`src/rtl/corr_peak_detector.sv`:
```
`default_nettype none
// ============================================================================
// Module      : corr_peak_detector
// Description : Argmax over five correlator lag scores with a search/verify/
//               lock alignment FSM behind a registered valid/ready output.
//               Define CORR_PEAK_STATS_EN to add vector and lock-loss counters.
// Revision    : 1.0 - initial release
// ============================================================================
module corr_peak_detector #(
    parameter int LAG_W    = 2,
    parameter int THRESH   = 2,
    parameter int CONFIRM  = 3,
    parameter int MISS_MAX = 2
) (
    input  logic             clk,
    input  logic             rst,
    input  logic             in_valid,
    output logic             in_ready,
    input  logic [LAG_W-1:0] lag0,
    input  logic [LAG_W-1:0] lag1,
    input  logic [LAG_W-1:0] lag2,
    input  logic [LAG_W-1:0] lag3,
    input  logic [LAG_W-1:0] lag4,
    output logic             out_valid,
    input  logic             out_ready,
    output logic [2:0]       peak_lag,
    output logic [LAG_W-1:0] peak_val,
    output logic             peak_qual,
    output logic             locked,
    output logic [2:0]       lock_lag,
    output logic [1:0]       fsm_state
`ifdef CORR_PEAK_STATS_EN
    ,
    output logic [15:0]      vec_count,
    output logic [7:0]       lock_loss_count
`endif
);

    localparam int CNT_W  = $clog2(CONFIRM + 1);
    localparam int MISS_W = $clog2(MISS_MAX + 1);

    localparam logic [1:0] c_SEARCH = 2'd0;
    localparam logic [1:0] c_VERIFY = 2'd1;
    localparam logic [1:0] c_LOCKED = 2'd2;

    localparam logic [LAG_W-1:0]  c_thresh       = LAG_W'(THRESH);
    localparam logic [CNT_W-1:0]  c_confirm_last = CNT_W'(CONFIRM - 1);
    localparam logic [MISS_W-1:0] c_miss_last    = MISS_W'(MISS_MAX - 1);

    logic [1:0]        r_state;
    logic [2:0]        r_cand;
    logic [CNT_W-1:0]  r_cnt;
    logic [MISS_W-1:0] r_miss;
    logic [2:0]        r_lock_lag;
    logic              r_out_valid;
    logic [2:0]        r_peak_lag;
    logic [LAG_W-1:0]  r_peak_val;
    logic              r_peak_qual;

    logic [LAG_W-1:0]  w_lags [5];
    logic [2:0]        w_peak_lag;
    logic [LAG_W-1:0]  w_peak_val;
    logic              w_qual;
    logic              w_in_ready;
    logic              w_accept;
    logic              w_lock_hit;
    logic              w_lock_loss;

    assign w_lags[0] = lag0;
    assign w_lags[1] = lag1;
    assign w_lags[2] = lag2;
    assign w_lags[3] = lag3;
    assign w_lags[4] = lag4;

    // Strict greater-than while scanning upward keeps the lowest index on ties.
    always_comb begin
        w_peak_lag = 3'd0;
        w_peak_val = w_lags[0];
        for (int i = 1; i < 5; i++) begin
            if (w_lags[i] > w_peak_val) begin
                w_peak_val = w_lags[i];
                w_peak_lag = 3'(i);
            end
        end
    end

    assign w_qual      = (w_peak_val >= c_thresh);
    assign w_in_ready  = !rst && (!r_out_valid || out_ready);
    assign w_accept    = in_valid && w_in_ready;
    assign w_lock_hit  = w_qual && (w_peak_lag == r_lock_lag);
    assign w_lock_loss = (r_state == c_LOCKED) && !w_lock_hit && (r_miss == c_miss_last);

    always_ff @(posedge clk) begin
        if (rst) begin
            r_state     <= c_SEARCH;
            r_cand      <= 3'd0;
            r_cnt       <= '0;
            r_miss      <= '0;
            r_lock_lag  <= 3'd0;
            r_out_valid <= 1'b0;
            r_peak_lag  <= 3'd0;
            r_peak_val  <= '0;
            r_peak_qual <= 1'b0;
        end else if (w_accept) begin
            r_out_valid <= 1'b1;
            r_peak_lag  <= w_peak_lag;
            r_peak_val  <= w_peak_val;
            r_peak_qual <= w_qual;
            case (r_state)
                c_SEARCH: begin
                    if (w_qual) begin
                        if (CONFIRM == 1) begin
                            r_state    <= c_LOCKED;
                            r_lock_lag <= w_peak_lag;
                            r_miss     <= '0;
                            r_cnt      <= '0;
                        end else begin
                            r_state <= c_VERIFY;
                            r_cand  <= w_peak_lag;
                            r_cnt   <= CNT_W'(1);
                        end
                    end
                end
                c_VERIFY: begin
                    if (!w_qual) begin
                        r_state <= c_SEARCH;
                        r_cnt   <= '0;
                    end else if (w_peak_lag != r_cand) begin
                        r_cand <= w_peak_lag;
                        r_cnt  <= CNT_W'(1);
                    end else if (r_cnt == c_confirm_last) begin
                        r_state    <= c_LOCKED;
                        r_lock_lag <= r_cand;
                        r_miss     <= '0;
                        r_cnt      <= '0;
                    end else begin
                        r_cnt <= r_cnt + CNT_W'(1);
                    end
                end
                c_LOCKED: begin
                    if (w_lock_hit) begin
                        r_miss <= '0;
                    end else if (w_lock_loss) begin
                        r_state    <= c_SEARCH;
                        r_lock_lag <= 3'd0;
                        r_miss     <= '0;
                    end else begin
                        r_miss <= r_miss + MISS_W'(1);
                    end
                end
                default: begin
                    r_state    <= c_SEARCH;
                    r_cnt      <= '0;
                    r_miss     <= '0;
                    r_lock_lag <= 3'd0;
                end
            endcase
        end else if (out_ready) begin
            r_out_valid <= 1'b0;
        end
    end

`ifdef CORR_PEAK_STATS_EN
    logic [15:0] r_vec_count;
    logic [7:0]  r_lock_loss_count;

    always_ff @(posedge clk) begin
        if (rst) begin
            r_vec_count       <= '0;
            r_lock_loss_count <= '0;
        end else if (w_accept) begin
            if (r_vec_count != 16'hFFFF) begin
                r_vec_count <= r_vec_count + 16'd1;
            end
            if (w_lock_loss && (r_lock_loss_count != 8'hFF)) begin
                r_lock_loss_count <= r_lock_loss_count + 8'd1;
            end
        end
    end

    assign vec_count       = r_vec_count;
    assign lock_loss_count = r_lock_loss_count;
`endif

    assign in_ready  = w_in_ready;
    assign out_valid = r_out_valid;
    assign peak_lag  = r_peak_lag;
    assign peak_val  = r_peak_val;
    assign peak_qual = r_peak_qual;
    assign locked    = (r_state == c_LOCKED);
    assign lock_lag  = r_lock_lag;
    assign fsm_state = r_state;

endmodule
`default_nettype wire
```
`config.mk`:
```
export PLATFORM = sky130hd
export DESIGN_NAME = corr_peak_detector
export DESIGN_NICKNAME = d
export VERILOG_FILES = /design/src/rtl/corr_peak_detector.sv
export SDC_FILE = /design/constraint.sdc
export NUM_CORES = 1
export LEC_CHECK = 0
export BUFFER_PORTS_ARGS = -buffer_cell sky130_fd_sc_hd__buf_2
export CAP_MARGIN = 20
export CORE_MARGIN = 2
export CORE_UTILIZATION = 50
export DETAILED_ROUTE_END_ITERATION = 8
export PLACE_DENSITY = 0.74
export SLEW_MARGIN = 20
export SYNTH_ARGS = -nofsm -noshare
export SYNTH_HDL_FRONTEND = slang
export SYNTH_SLANG_ARGS = --single-unit
export TNS_END_PERCENT = 1
```
`constraint.sdc`:
```
create_clock -name clk -period 7.4 [get_ports clk]
set_clock_uncertainty 0.1 [all_clocks]
set_input_delay 1.85 -clock clk [delete_from_list [all_inputs] [get_ports clk]]
set_output_delay 1.85 -clock clk [all_outputs]
set_load 0.03 [all_outputs]
```
==> flow_metrics.env <==
export IMPL_status="complete, no violations"
export IMPL_first_pass_iters=4
export IMPL_max_freq_mhz=150
export IMPL_ys_warn_count=0
export IMPL_final_min_clock_period_ns=6.65
export IMPL_ys_ff_latch=19
export IMPL_route_detailed_drc=0
export IMPL_rsz0062_at_grt="false"
export IMPL_seqPwrFrac_pct=44.6
export IMPL_pwr_share_comb_pct=34.6
export IMPL_p_int_uw=163
export IMPL_synthCells=162
export IMPL_post_cts_setup_buffers=0
export IMPL_hold_path_class="reg -> reg"
export IMPL_dr_total_vias=1204
export IMPL_place_congestion=0.770
export IMPL_syn_area_um2=1390
export IMPL_clock_sinks=19
export IMPL_cp_data_arrival_time_ns=6.74
export IMPL_ys_seq_area_share_pct=27.4
export IMPL_nFillCells=254
export IMPL_synth_enable_flop_cells=0
export IMPL_p_leak_nw=0.730
export IMPL_clock_latency_ns=0.30
export IMPL_dieArea_um2=3210
export IMPL_nets=216
export IMPL_wirelength_um=2810
export IMPL_num_rows=19
export IMPL_grt_pass1_vias=1147
export IMPL_final_common_cell="buf_2"
export IMPL_cts_resized=0
export IMPL_dp_cells=215
export IMPL_start_util_pct=51.7
export IMPL_ant_nets=0
export IMPL_slew_headroom_pct=58.5
export IMPL_power_net_switching_uw=89.0
export IMPL_synth_cell_type_count=38
export IMPL_fp_dieH_um=56.7
export IMPL_holdWs_ns=0.363
export IMPL_antenna_cells=0
export IMPL_clock_power_share_pct=20.8
export IMPL_final_cell_mix="27 x buf_2, 19 x dfxtp_1, 17 x nor2_1, 13 x nand2_1, 13 x ha_1"
export IMPL_total_power_uw=252
export IMPL_die_w_um=56.7
export IMPL_postSynthAreaPerCell_um2=8.57
export IMPL_tightestPinTransition_ns=0.622
export IMPL_grt_first_pass_wirelength_um=4850
export IMPL_clk_pin_slew_ns=0.11
export IMPL_place_detailed_hpwl_um=2250
export IMPL_max_vdd_ir_drop_mv=0.127
export IMPL_core_area_um2=2690
export IMPL_syn_num_nets=189
export IMPL_globalRoute_totalOverflow=0
export IMPL_cap_violations=0
export IMPL_layoutNonFillerInstCount=219
export IMPL_setup_viol=0
export IMPL_io_buffers=27
export IMPL_syn2layout_area_growth_pct=12.0
export IMPL_avgRoutedWirePerCell_um=12.8
export IMPL_min_period_over_period_pct=89.9
export IMPL_path_max_fanout=11
export IMPL_gr_usage_all_layers_pct=19.0
export IMPL_cts_max_path_buffers=2
export IMPL_drive_gt1_share_pct=21.8
export IMPL_cp_end_kind="flop"
export IMPL_ys_async_sr_fraction_pct=0
export IMPL_finalHoldViolations=0
export IMPL_critPathRequiredTime_ns=7.49
export IMPL_power_per_cell_area_nw_per_um2=162
export IMPL_cts_max_level=1
export IMPL_p_sw_share_pct=35.3
export IMPL_fin_tns_setup_ns=0
export IMPL_antenna_found_initial=0
export IMPL_numCtsBuffers=3
export IMPL_slew_viol_final=0
export IMPL_routed_via_density=5.50
export IMPL_cts_tree="yes"
export IMPL_io_pins=28
export IMPL_path_class="in -> reg"
export IMPL_cts_root_buf="clkbuf_4"
export IMPL_postCtsHoldBufs=0
export IMPL_grt_max_degree=22
export IMPL_cp_start_kind="input port"
export IMPL_drt_initial_drc_count=21
export IMPL_synthFlopType="dfxtp_1"
final cells by class:
| class | instances | area (um2) | area share (%) |
|---|---|---|---|
| Timing Repair Buffer | 27 | 135 | 8.70 |
| Inverter | 12 | 45.0 | 2.90 |
| Sequential cell | 19 | 380 | 24.5 |
| Multi-Input combinational cell | 126 | 928 | 59.7 |
| Clock buffer | 4 | 26.3 | 1.69 |
| Tap cell | 31 | 38.8 | 2.50 |
cell usage after synthesis (2+ instances only):
| cell type | n | area (um2) |
|---|---|---|
| buf_6 | 2 | 22.5 |
| ha_1 | 13 | 163 |
| nor3_1 | 2 | 10.0 |
| o21ba_2 | 2 | 20.0 |
| o21bai_1 | 3 | 22.5 |
| a2111oi_0 | 2 | 17.5 |
| nand3b_1 | 3 | 22.5 |
| nor2b_1 | 4 | 25.0 |
| o31ai_1 | 2 | 15.0 |
| inv_1 | 12 | 45.0 |
| o21ai_0 | 3 | 15.0 |
| nand2b_1 | 11 | 68.8 |
| a211oi_1 | 7 | 52.6 |
| a21boi_0 | 2 | 15.0 |
| nand2_1 | 13 | 48.8 |
| mux2i_1 | 10 | 100 |
| clkbuf_1 | 3 | 11.3 |
| dfxtp_1 | 19 | 380 |
| nor2_1 | 17 | 63.8 |
| mux2_2 | 3 | 33.8 |
| a21oi_1 | 12 | 60.1 |
sequential cells by signal, summed over array words and instances, names as in the netlist:
name / count
fsm_state: 2
lock_lag: 3
out_valid: 1
peak_lag: 3
peak_qual: 1
peak_val: 2
r_cand: 3
r_cnt: 2
r_miss: 2
power by group through the flow:
stage	logic, mW	clock network [mW]	registers, mW
5_1_grt	0.0968	0.0578	0.113
6_report	0.0872	0.0524	0.112
3_3_place_gp	0.0842	0	0.114
3_5_place_dp	0.0873	0	0.115
2_1_floorplan	0.0640	0	0.121
4_1_cts	0.0876	0.0539	0.112
per-stage QoR:
step	setup WS [ns]	instance area (um2)	util, %
5_1_grt	0.414	1550	57.8
2_1_floorplan	0.949	1390	-
3_5_place_dp	0.456	1530	56.9
6_report	0.748	1550	57.8
3_3_place_gp	0.580	1530	56.9
4_1_cts	0.775	1550	57.8
worst paths after layout:
check / startpoint / end / slack (ns) / cells past startpoint
worst min register to register: peak_lag[2] / peak_lag[2] / 0.36 / 2
worst min-delay path: peak_lag[2] / peak_lag[2] / 0.36 / 2
worst max register to register: out_valid / r_cand[1] / 5.23 / 7
worst max-delay path: lag0[1] / r_miss[0] / 0.75 / 22
metal layers:
metal  vias to the layer above  GRT usage [%]  part of all wire [%]
met3                         4           5.07                   3.3
li1                        627              -                     -
met5                         -              0                     0
met4                         0           6.46                  0.96
met2                        18           32.2                    49
met1                       555           23.0                    47
kinds of logic (layout without fill, tap and decap cells):
kind of cell    Yosys count  after routing  share of synthesized area, %
simple gates             59             59                          23.3
compound gates           41             41                          22.3
flops                    19             19                          27.4
buf+inv                  17             43                          5.68
fa+ha+maj                13             13                          11.7
mux                      13             13                          9.65
critical path, stage by stage:
cell,delay (ns)
buf_2,0.07
inv_1,0.05
ha_1,0.31
o21ba_2,0.21
a21oi_1,0.12
mux2_2,0.36
ha_1,0.18
o21bai_1,0.24
nand2_1,0.10
mux2_2,0.29
ha_1,0.20
o21bai_1,0.33
nand2_1,0.11
mux2_2,0.31
ha_1,0.18
o21bai_1,0.41
and2_4,0.33
a22o_1,0.17
o211ai_2,0.14
o41ai_4,0.46
mux2i_1,0.24
nor2_1,0.06
Note: power is estimated with default switching activity, not from simulation.
